File: config.mk
export PLATFORM = sky130hd
export DESIGN_NAME = byter_sequencer
export DESIGN_NICKNAME = d
export VERILOG_FILES = /design/src/rtl/byter_sequencer.sv
export SDC_FILE = /design/constraint.sdc
export NUM_CORES = 1
export LEC_CHECK = 0
export ABC_AREA = 1
export BUFFER_PORTS_ARGS = -buffer_cell sky130_fd_sc_hd__buf_2
export CAP_MARGIN = 10
export CORE_MARGIN = 1.5
export CORE_UTILIZATION = 52
export CTS_BUF_LIST = sky130_fd_sc_hd__clkbuf_4 sky130_fd_sc_hd__clkbuf_8
export CTS_CLUSTER_SIZE = 16
export DETAILED_ROUTE_END_ITERATION = 10
export PLACE_DENSITY = 0.84
export SYNTH_ARGS = -nofsm -noshare
export SYNTH_HDL_FRONTEND = slang
export SYNTH_SLANG_ARGS = --single-unit
File: constraint.sdc
create_clock -name clk -period 1.92 [get_ports clk]
set_clock_uncertainty 0.1 [all_clocks]
set_input_delay 0.288 -clock clk [delete_from_list [all_inputs] [get_ports clk]]
set_output_delay 0.288 -clock clk [all_outputs]
set_load 0.03 [all_outputs]
File: src/rtl/byter_sequencer.sv
// Fetch/execute controller for the byter 8-bit CPU: owns pc/ir, runs the
// imem and data-RAM handshakes, and issues one exec_en commit strobe per instruction.
module byter_sequencer #(
  parameter int unsigned     PC_W     = 8,
  parameter logic [PC_W-1:0] RESET_PC = '0,
  parameter int unsigned     CNT_W    = 16
) (
  input  logic             clk,
  input  logic             rst_n,
  input  logic             run,
  input  logic             step,
  output logic             halted,
  output logic             imem_req,
  output logic [PC_W-1:0]  imem_addr,
  input  logic             imem_ack,
  input  logic [7:0]       imem_data,
  output logic [7:0]       ir,
  input  logic             dec_loadPC,
  input  logic             dec_incPC,
  input  logic             dec_csPCadd,
  input  logic             dec_csRam,
  input  logic [PC_W-1:0]  jump_target,
  input  logic [7:0]       pc_offset,
  output logic             ram_req,
  input  logic             ram_ack,
  output logic             exec_en,
  output logic [PC_W-1:0]  pc,
  output logic [CNT_W-1:0] retired
);

  typedef enum logic [1:0] {
    S_HALT  = 2'd0,
    S_FETCH = 2'd1,
    S_EXEC  = 2'd2
  } state_t;

  state_t state;
  logic   step_flag;
  logic   done;

  // All handshake outputs are decodes of the state register, so reset clears them at once.
  assign done      = (state == S_EXEC) && (!dec_csRam || ram_ack);
  assign exec_en   = done;
  assign ram_req   = (state == S_EXEC) && dec_csRam;
  assign imem_req  = (state == S_FETCH);
  assign halted    = (state == S_HALT);
  assign imem_addr = pc;

  always_ff @(posedge clk or negedge rst_n) begin
    if (!rst_n) begin
      state     <= S_HALT;
      pc        <= RESET_PC;
      ir        <= 8'h00;
      retired   <= '0;
      step_flag <= 1'b0;
    end else begin
      case (state)
        S_HALT: begin
          if (step) step_flag <= 1'b1;
          if (run || step) state <= S_FETCH;
        end
        S_FETCH: begin
          if (imem_ack) begin
            ir    <= imem_data;
            state <= S_EXEC;
          end
        end
        S_EXEC: begin
          if (done) begin
            // Fixed priority: absolute jump, then relative add, then increment.
            if (dec_loadPC)       pc <= jump_target;
            else if (dec_csPCadd) pc <= pc + PC_W'($signed(pc_offset));
            else if (dec_incPC)   pc <= pc + PC_W'(1);
            retired   <= retired + CNT_W'(1);
            step_flag <= 1'b0;
            state     <= (step_flag || !run) ? S_HALT : S_FETCH;
          end
        end
        default: state <= S_HALT;
      endcase
    end
  end

endmodule

==> results of run 1 <==
-- timing repair --
action,4_1_cts,5_1_grt
hold endpoints to repair,35,0
buffers inserted,0,1
hold buffers,1,0
endpoints found under the setup margin,0,1
-- synthesized netlist by cell type, drive strengths merged, types with 5 or more instances --
master / instances / area (sq um)
a21oi: 8 / 40.0
inv: 40 / 163
o21ai: 9 / 56.3
ha: 8 / 100
xnor2: 5 / 43.8
buf: 10 / 76.3
nand3: 17 / 85.1
mux2: 8 / 90.1
nor3: 6 / 35.0
nor2: 31 / 139
xor2: 8 / 70.1
nand2: 89 / 353
dfrtp: 35 / 876
-- state kept, by name, indices dropped and copies added, names as in the netlist --
name and flops:
retired 16, ir 8, imem_addr 8, state 2, step_flag 1
-- cells in the final DEF (no fill, tap or decap) --
| cell type | count |
|---|---|
| sky130_fd_sc_hd__fa_1 | 1 |
| sky130_fd_sc_hd__inv_8 | 1 |
| sky130_fd_sc_hd__buf_2 | 77 |
| sky130_fd_sc_hd__nor2_4 | 2 |
| sky130_fd_sc_hd__and2_1 | 1 |
| sky130_fd_sc_hd__o21ai_0 | 7 |
| sky130_fd_sc_hd__nor3_1 | 5 |
| sky130_fd_sc_hd__o21ai_1 | 1 |
| sky130_fd_sc_hd__xnor2_1 | 5 |
| sky130_fd_sc_hd__mux2_2 | 8 |
| sky130_fd_sc_hd__xor2_1 | 8 |
| sky130_fd_sc_hd__clkinvlp_4 | 1 |
| sky130_fd_sc_hd__a41o_1 | 1 |
| sky130_fd_sc_hd__or2_2 | 4 |
| sky130_fd_sc_hd__nand3b_1 | 2 |
| sky130_fd_sc_hd__inv_6 | 1 |
| sky130_fd_sc_hd__nand3_1 | 17 |
| sky130_fd_sc_hd__clkbuf_8 | 7 |
| sky130_fd_sc_hd__a21oi_1 | 8 |
| sky130_fd_sc_hd__o21ai_4 | 1 |
| sky130_fd_sc_hd__dlygate4sd3_1 | 1 |
| sky130_fd_sc_hd__nor3_2 | 1 |
| sky130_fd_sc_hd__nand4_1 | 3 |
| sky130_fd_sc_hd__nor2_1 | 26 |
| sky130_fd_sc_hd__buf_4 | 6 |
| sky130_fd_sc_hd__nand2_2 | 1 |
| sky130_fd_sc_hd__nand3b_4 | 1 |
| sky130_fd_sc_hd__dfrtp_1 | 35 |
| sky130_fd_sc_hd__inv_2 | 1 |
| sky130_fd_sc_hd__nand2_8 | 1 |
| sky130_fd_sc_hd__inv_1 | 37 |
| sky130_fd_sc_hd__nand2_1 | 87 |
| sky130_fd_sc_hd__a31oi_2 | 1 |
| sky130_fd_sc_hd__ha_1 | 8 |
| sky130_fd_sc_hd__nor2_2 | 3 |
| sky130_fd_sc_hd__a22o_2 | 1 |
-- layer usage --
layer,vias up,global-route usage (%)
li1,1061,-
met1,992,25.6
met2,62,39.2
met3,11,4.97
met4,0,8.50
met5,-,0
-- layout make-up --
class                   count  share of cell area [%]
clock buffers               7                    3.45
inverters                  40                    5.82
well taps                  50                    2.24
multi-input cells         204                    41.1
flip-flops and latches     35                    31.3
repair buffers             84                    15.8
clock inverters             1                   0.269
-- power groups by stage --
stage | sequential (mW) | clock, mW | combinational, mW
2_1_floorplan | 1.72 | 0 | 1.29
3_3_place_gp | 1.25 | 0 | 2.20
3_5_place_dp | 1.26 | 0 | 2.26
4_1_cts | 1.25 | 0.620 | 2.27
5_1_grt | 1.29 | 0.657 | 2.47
6_report | 1.24 | 0.610 | 2.27
-- worst reg2reg max path, cell delays in order, from the launching register on --
cell and delay (ps):
sky130_fd_sc_hd__dfrtp_1 390, sky130_fd_sc_hd__ha_1 180, sky130_fd_sc_hd__inv_1 50, sky130_fd_sc_hd__fa_1 350
sky130_fd_sc_hd__inv_1 70, sky130_fd_sc_hd__nand2_1 60, sky130_fd_sc_hd__nand2_1 80, sky130_fd_sc_hd__nand3b_1 120
sky130_fd_sc_hd__nand3_1 100, sky130_fd_sc_hd__nand3_1 70, sky130_fd_sc_hd__nand2_1 60, sky130_fd_sc_hd__nand2_1 40
-- worst min-delay path by stage --
stage / end / slack (ps)
2_1_floorplan: imem_addr[0]$_DFFE_PN0P_ / -110
3_3_place_gp: retired[6]$_DFFE_PN0P_ / 250
3_5_place_dp: retired[4]$_DFFE_PN0P_ / 250
4_1_cts: ir[3]$_DFFE_PN0P_ / 120
5_1_grt: ir[3]$_DFFE_PN0P_ / 120
6_report: ir[6]$_DFFE_PN0P_ / 130
-- cells by family (layout without fill, tap and decap cells) --
family	after synthesis	after routing	share of synthesized area [%]
simple gates	154	154	30.7
buf+inv	51	132	10.7
flops	35	35	38.6
compound gates	20	20	5.68
xor+xnor	13	13	5.02
fa+ha+maj	9	9	5.30
mux	8	8	3.97
==> run metrics, run 1 <==
endpoints failing setup=0; FF+latch area=876 sq um; worst setup path endpoint=exec_en; wire length of the first global-routing pass=8640 um; cell chain of the critical path=inv_2 -> nor2_4 -> o21ai_4 -> inv_6 -> buf_2; detailed-routed wire length on met3=227 um; clock network latency to the later pin of the worst-skew pair=290 ps; overall routed net length=4930 um; result of the run=completed; Chip Width=69.1 um; overall fraction of global-route tracks in use=22.0%; top flip-flop cell by instance count after synthesis=sky130_fd_sc_hd__dfrtp_1; Cells on Worst Hold Path=2; synthesized netlist net count=333; RSZ-0062 raised after global routing=false; tightest hold margin=128 ps; biggest cell delay along the critical path=430 ps; number of synthesized flops with an enable pin=0; Worst Setup End Kind=output pin; clock buffers created by TritonCTS=5; cell area after placement=2670 sq um; count of clock tree sinks=35; Netlist Area Pre-Place=2270 sq um; Worst Reg2Reg Path Length in Cells=11; starting density of the core=55.5%; vias post-DR=2126; crit path buf inv count=3; Iter 0 DRT Violations=108; Top Layer Used=met4; Final min period=1780 ps; clock-pin slew of the registers on the worst-case setup and hold paths=80 ps; classification of the worst setup path=flop to output pin; I/O pin count=78; maximum clock path buffer count=2; final weighted congestion of routability-driven global placement=0.834; Antenna Diode Count=0; half-perimeter wire length after placement=3820 um; pre-CTS setup slack=0.639 ps; count of buffers inserted at the top-level ports=77; cell-internal power=2.09 mW; standby leakage power=1.57 nW; multi-input gate area in the final layout=1150 sq um; pin count of the biggest net entering global routing=36; chip height=69.1 um; Synth warnings=0; Post-Synthesis Cells=290; number of cells on the critical path=5; power per cell area=1470 nW/um^2; maximum vdd drop=0.00106 V; number of different library cells in the post-synthesis netlist=35; number of hold violations in the final report=0; Design Area, Final=2800 sq um; post-DR vias/cell=5.05; net switching power=2.03 mW; number of max-capacitance violations reported=0; DRC violation count after routing=0; portion of the clock cycle consumed by the worst path in the final layout=92.8%; count of placed standard cells in the final layout, fillers left out=421; Area growth syn-to-layout=23.2%; Placeable Area=4090 sq um; total congestion overflow after global routing=0; setup total negative slack=0 ps; vias in the first global route=2102; clock network fraction of design power=14.8%; TritonCTS clock tree=done; flops & latches, synth=35; share of total power consumed by net switching=49.3%; maximum operating frequency=561 MHz; relative slew slack=70.4%; wire length on met1=2140 um; layout cell share with drive strength beyond 1=31.8%; kind of path behind the tightest hold check=input port to flop; part of the power in combinational logic=55.0%; post-placement cell count=411; start point of the critical path=state[1]$_DFFE_PN0P_; first-pass iteration count of the detailed router=4; critical hold path startpoint=imem_data[6]; number of antenna violations at the first check in global routing=0; crit-path leading delay family=buffers and inverters; count of cells resized by post-cts repair=0; register-to-register setup slack=160 ps; number of rows created at floorplan=23; largest fanout of any net on the critical path=15; core utilization of the finished layout=68.4%; Total Power Consumption=4.12 mW; startpoint types=flop; Reg power frac=30.2%; data required time of the critical path=1530 ps; routed wire length per instance=11.7 um; Root Buffer=sky130_fd_sc_hd__clkbuf_8; Post-DRT Antenna Nets=0; wire length on met2=2470 um; H-tree depth=2; proportion of register bits with asynchronous set or reset after synthesis=100%; critical path data arrival time=1390 ps; Worst Slack Setup Final=138 ps; Post-Syn Area per Cell=7.82 sq um; measured slew at the worst slew-check pin=444 ps; DIE AREA=4770 sq um; Slew Viols, Final=0; Total Nets Final=413; # fillers=359; launch instance of the worst register-to-register path=imem_addr[0]$_DFFE_PN0P_; slowest cell on the critical path=sky130_fd_sc_hd__dfrtp_1; destination of the worst register-to-register timing path=imem_addr[6]$_DFFE_PN0P_; proportion of synthesized chip area in sequential cells=38.6%
(Power assumes the default switching activity.)
==> run 2, diff against run 1 <==
--- a/config.mk
+++ b/config.mk
@@ -9,11 +9,11 @@
 export BUFFER_PORTS_ARGS = -buffer_cell sky130_fd_sc_hd__buf_2
 export CAP_MARGIN = 10
 export CORE_MARGIN = 1.5
-export CORE_UTILIZATION = 52
+export CORE_UTILIZATION = 56
 export CTS_BUF_LIST = sky130_fd_sc_hd__clkbuf_4 sky130_fd_sc_hd__clkbuf_8
 export CTS_CLUSTER_SIZE = 16
 export DETAILED_ROUTE_END_ITERATION = 10
-export PLACE_DENSITY = 0.84
+export PLACE_DENSITY = 0.9
 export SYNTH_ARGS = -nofsm -noshare
 export SYNTH_HDL_FRONTEND = slang
 export SYNTH_SLANG_ARGS = --single-unit
==> constraint.sdc (replaced) <==
create_clock -name clk -period 2.3 [get_ports clk]
set_clock_uncertainty 0.1 [all_clocks]
set_input_delay 0.345 -clock clk [delete_from_list [all_inputs] [get_ports clk]]
set_output_delay 0.345 -clock clk [all_outputs]
set_load 0.03 [all_outputs]
==> run 2 against run 1 <==
Register-to-register slack better by 350 ps. Critical path depth is 6 higher. Via count is 2.4% lower. Worst setup slack better by 370 ps. Global-route usage is 1.9 points higher. Hold slack worse by 110 ps. Clock-buffer cell count is 1 lower. Final area is 0.63% lower. Core utilization is 5.3 points higher. Critical path type is now flop to flop. Largest power group unchanged.
==> run metrics, run 2 (same netlist as run 1, synthesis figures left out) <==
worst setup path endpoint=imem_addr[6]$_DFFE_PN0P_ (was exec_en); total congestion overflow after global routing=0 (unchanged); launch instance of the worst register-to-register path=imem_addr[0]$_DFFE_PN0P_ (unchanged); post-DR vias/cell=5.02 (was 5.05); Biggest register=retired (unchanged); part of the power in combinational logic=52.3% (was 55.0%); Reg power frac=29.0% (was 30.2%); H-tree depth=2 (unchanged); standby leakage power=1.56 nW (was 1.57 nW); TritonCTS clock tree=done (unchanged); Iter 0 DRT Violations=184 (was 108); net switching power=1.69 mW (was 2.03 mW); post-placement cell count=405 (was 411); most frequent cell on the critical path=sky130_fd_sc_hd__nand2_1; maximum clock path buffer count=2 (unchanged); power per cell area=1290 nW/um^2 (was 1470 nW/um^2); DRC violation count after routing=0 (unchanged); Final min period=1790 ps; measured slew at the worst slew-check pin=764 ps (was 444 ps); biggest cell delay along the critical path=410 ps (was 430 ps); Total Power Consumption=3.59 mW (was 4.12 mW); kind of path behind the tightest hold check=input port to async pin (was input port to flop); Antenna Diode Count=0 (unchanged); most common library cell in the layout ignoring fill and taps=sky130_fd_sc_hd__nand2_1 (unchanged); portion of the clock cycle consumed by the worst path in the final layout=77.9%; Chip Width=66.6 um (was 69.1 um); clock network latency to the later pin of the worst-skew pair=290 ps (about the same); share of total power consumed by net switching=47.1% (was 49.3%); commonest non-fill, non-tap cells in the layout=87 x sky130_fd_sc_hd__nand2_1, 77 x sky130_fd_sc_hd__buf_2, 37 x sky130_fd_sc_hd__inv_1 (unchanged); clock buffers created by TritonCTS=5 (unchanged); endpoints failing setup=0 (unchanged); slowest cell on the critical path=sky130_fd_sc_hd__dfrtp_1 (unchanged); layout cell share with drive strength beyond 1=31.0% (was 31.8%); RSZ-0062 raised after global routing=false (unchanged); clock network fraction of design power=18.7% (was 14.8%); classification of the worst setup path=flop to flop (was flop to output pin); chip height=66.6 um (was 69.1 um); wire length of the first global-routing pass=8160 um (was 8640 um); FF+latch area=876 sq um (unchanged); overall routed net length=4950 um (was 4930 um); register-to-register setup slack=510 ps (was 160 ps); number of max-capacitance violations reported=0 (unchanged); Placeable Area=3770 sq um (was 4090 sq um); multi-input gate area in the final layout=1150 sq um (unchanged); final weighted congestion of routability-driven global placement=0.883 (was 0.834); Root Buffer=sky130_fd_sc_hd__clkbuf_8 (unchanged); overall fraction of global-route tracks in use=24.0% (was 22.0%); DIE AREA=4440 sq um (was 4770 sq um); Total Nets Final=407 (was 413); cell-internal power=1.90 mW (was 2.09 mW); pin count of the biggest net entering global routing=36 (unchanged); critical path data arrival time=1880 ps (was 1390 ps); start point of the critical path=imem_addr[0]$_DFFE_PN0P_ (was state[1]$_DFFE_PN0P_); # fillers=285 (was 359); number of hold buffers added after CTS=0 (was 1); setup total negative slack=0 ps (unchanged); count of clock tree sinks=35 (unchanged); data required time of the critical path=2390 ps (was 1530 ps); post-CTS setup buffers=0 (unchanged); clock-pin slew of the registers on the worst-case setup and hold paths=70 ps (was 80 ps); Worst Setup End Kind=flop (was output pin); maximum operating frequency=558 MHz; maximum vdd drop=0.000720 V (was 0.00106 V); routed wire length per instance=12.0 um (was 11.7 um); vias post-DR=2074 (was 2126); starting density of the core=60.2% (was 55.5%); Slew Viols, Final=0 (unchanged); result of the run=completed (unchanged); startpoint types=flop (unchanged); destination of the worst register-to-register timing path=imem_addr[6]$_DFFE_PN0P_ (unchanged); largest fanout of any net on the critical path=4 (was 15); core utilization of the finished layout=73.7% (was 68.4%); Area growth syn-to-layout=22.4% (was 23.2%); relative slew slack=49.0% (was 70.4%); number of flip-flops in the largest register=16 (unchanged); number of rows created at floorplan=22 (was 23); count of placed standard cells in the final layout, fillers left out=413 (was 421); number of antenna violations at the first check in global routing=0 (unchanged); half-perimeter wire length after placement=3690 um (was 3820 um); count of buffers inserted at the top-level ports=77 (unchanged); first-pass iteration count of the detailed router=4 (unchanged); Post-DRT Antenna Nets=0 (unchanged); count of cells resized by post-cts repair=0 (unchanged); vias in the first global route=1900 (was 2102); number of hold violations in the final report=0 (unchanged); cell chain of the critical path=ha_1 -> inv_1 -> fa_1 -> inv_1 -> nand2_1 -> nand2_1 -> nand3b_1 -> nand3_1 -> nand3_1 -> nand2_1 -> nand2_1 (was inv_2 -> nor2_4 -> o21ai_4 -> inv_6 -> buf_2); Worst Reg2Reg Path Length in Cells=11 (unchanged); I/O pin count=78 (unchanged)
==> run 2: cell count changes in the layout (fill, tap and decap cells not counted), sizes merged <==
cell	delta
clkinvlp	-1
dlygate4sd3	-1
clkbuf	-1
buf	-5
bufinv	+2
==> run 2: worst min-delay path by stage <==
stage	start	endpoint	cells after the start
2_1_floorplan	rst_n	imem_addr[0]$_DFFE_PN0P_	0
3_3_place_gp	rst_n	retired[6]$_DFFE_PN0P_	1
3_5_place_dp	rst_n	retired[4]$_DFFE_PN0P_	1
4_1_cts	rst_n	ir[0]$_DFFE_PN0P_	1
5_1_grt	rst_n	retired[1]$_DFFE_PN0P_	1
6_report	rst_n	retired[4]$_DFFE_PN0P_	1
==> run 2: critical path: cells and delay by family, from the launching register on <==
family                     cells  cell delay, ps
adders and majority gates      2             540
and+or+nand+nor                7             520
DFF                            1             410
buffers and inverters          2             120
==> run 2: metal layers <==
layer  vias up  share of wire, %  global-route usage [%]
met5         -                 0                       0
met4         0              0.97                    7.91
met3         7               6.0                    4.90
met2        73                50                    41.9
met1       951                43                    29.4
li1       1043                 -                       -
==> run 2: power by group through the flow <==
stage / logic (mW) / registers (mW) / clock network [mW]
floorplan: 1.07 / 1.43 / 0
global placement: 1.83 / 1.04 / 0
detailed placement: 1.88 / 1.05 / 0
CTS: 1.89 / 1.05 / 0.684
global route: 2.05 / 1.08 / 0.709
finish: 1.88 / 1.04 / 0.673
==> run 2: area by class of cell <==
type,count,area share [%]
sequential,35,31.5
clock inverter,2,2.16
clock buffer,6,2.75
tap,48,2.16
multi-input combinational,204,41.4
timing repair buffer,78,14.1
inverter,40,5.86
==> run 2: per-stage QoR <==
stage / worst slack, ps / cell area (sq um) / hold WS [ps]
after floorplan: 389 / 2270 / -50.6
after global placement: 288 / 2640 / 367
after detailed placement: 219 / 2640 / 368
after CTS: 502 / 2780 / 46.8
after global routing: 299 / 2780 / 92.7
final: 508 / 2780 / 21.3
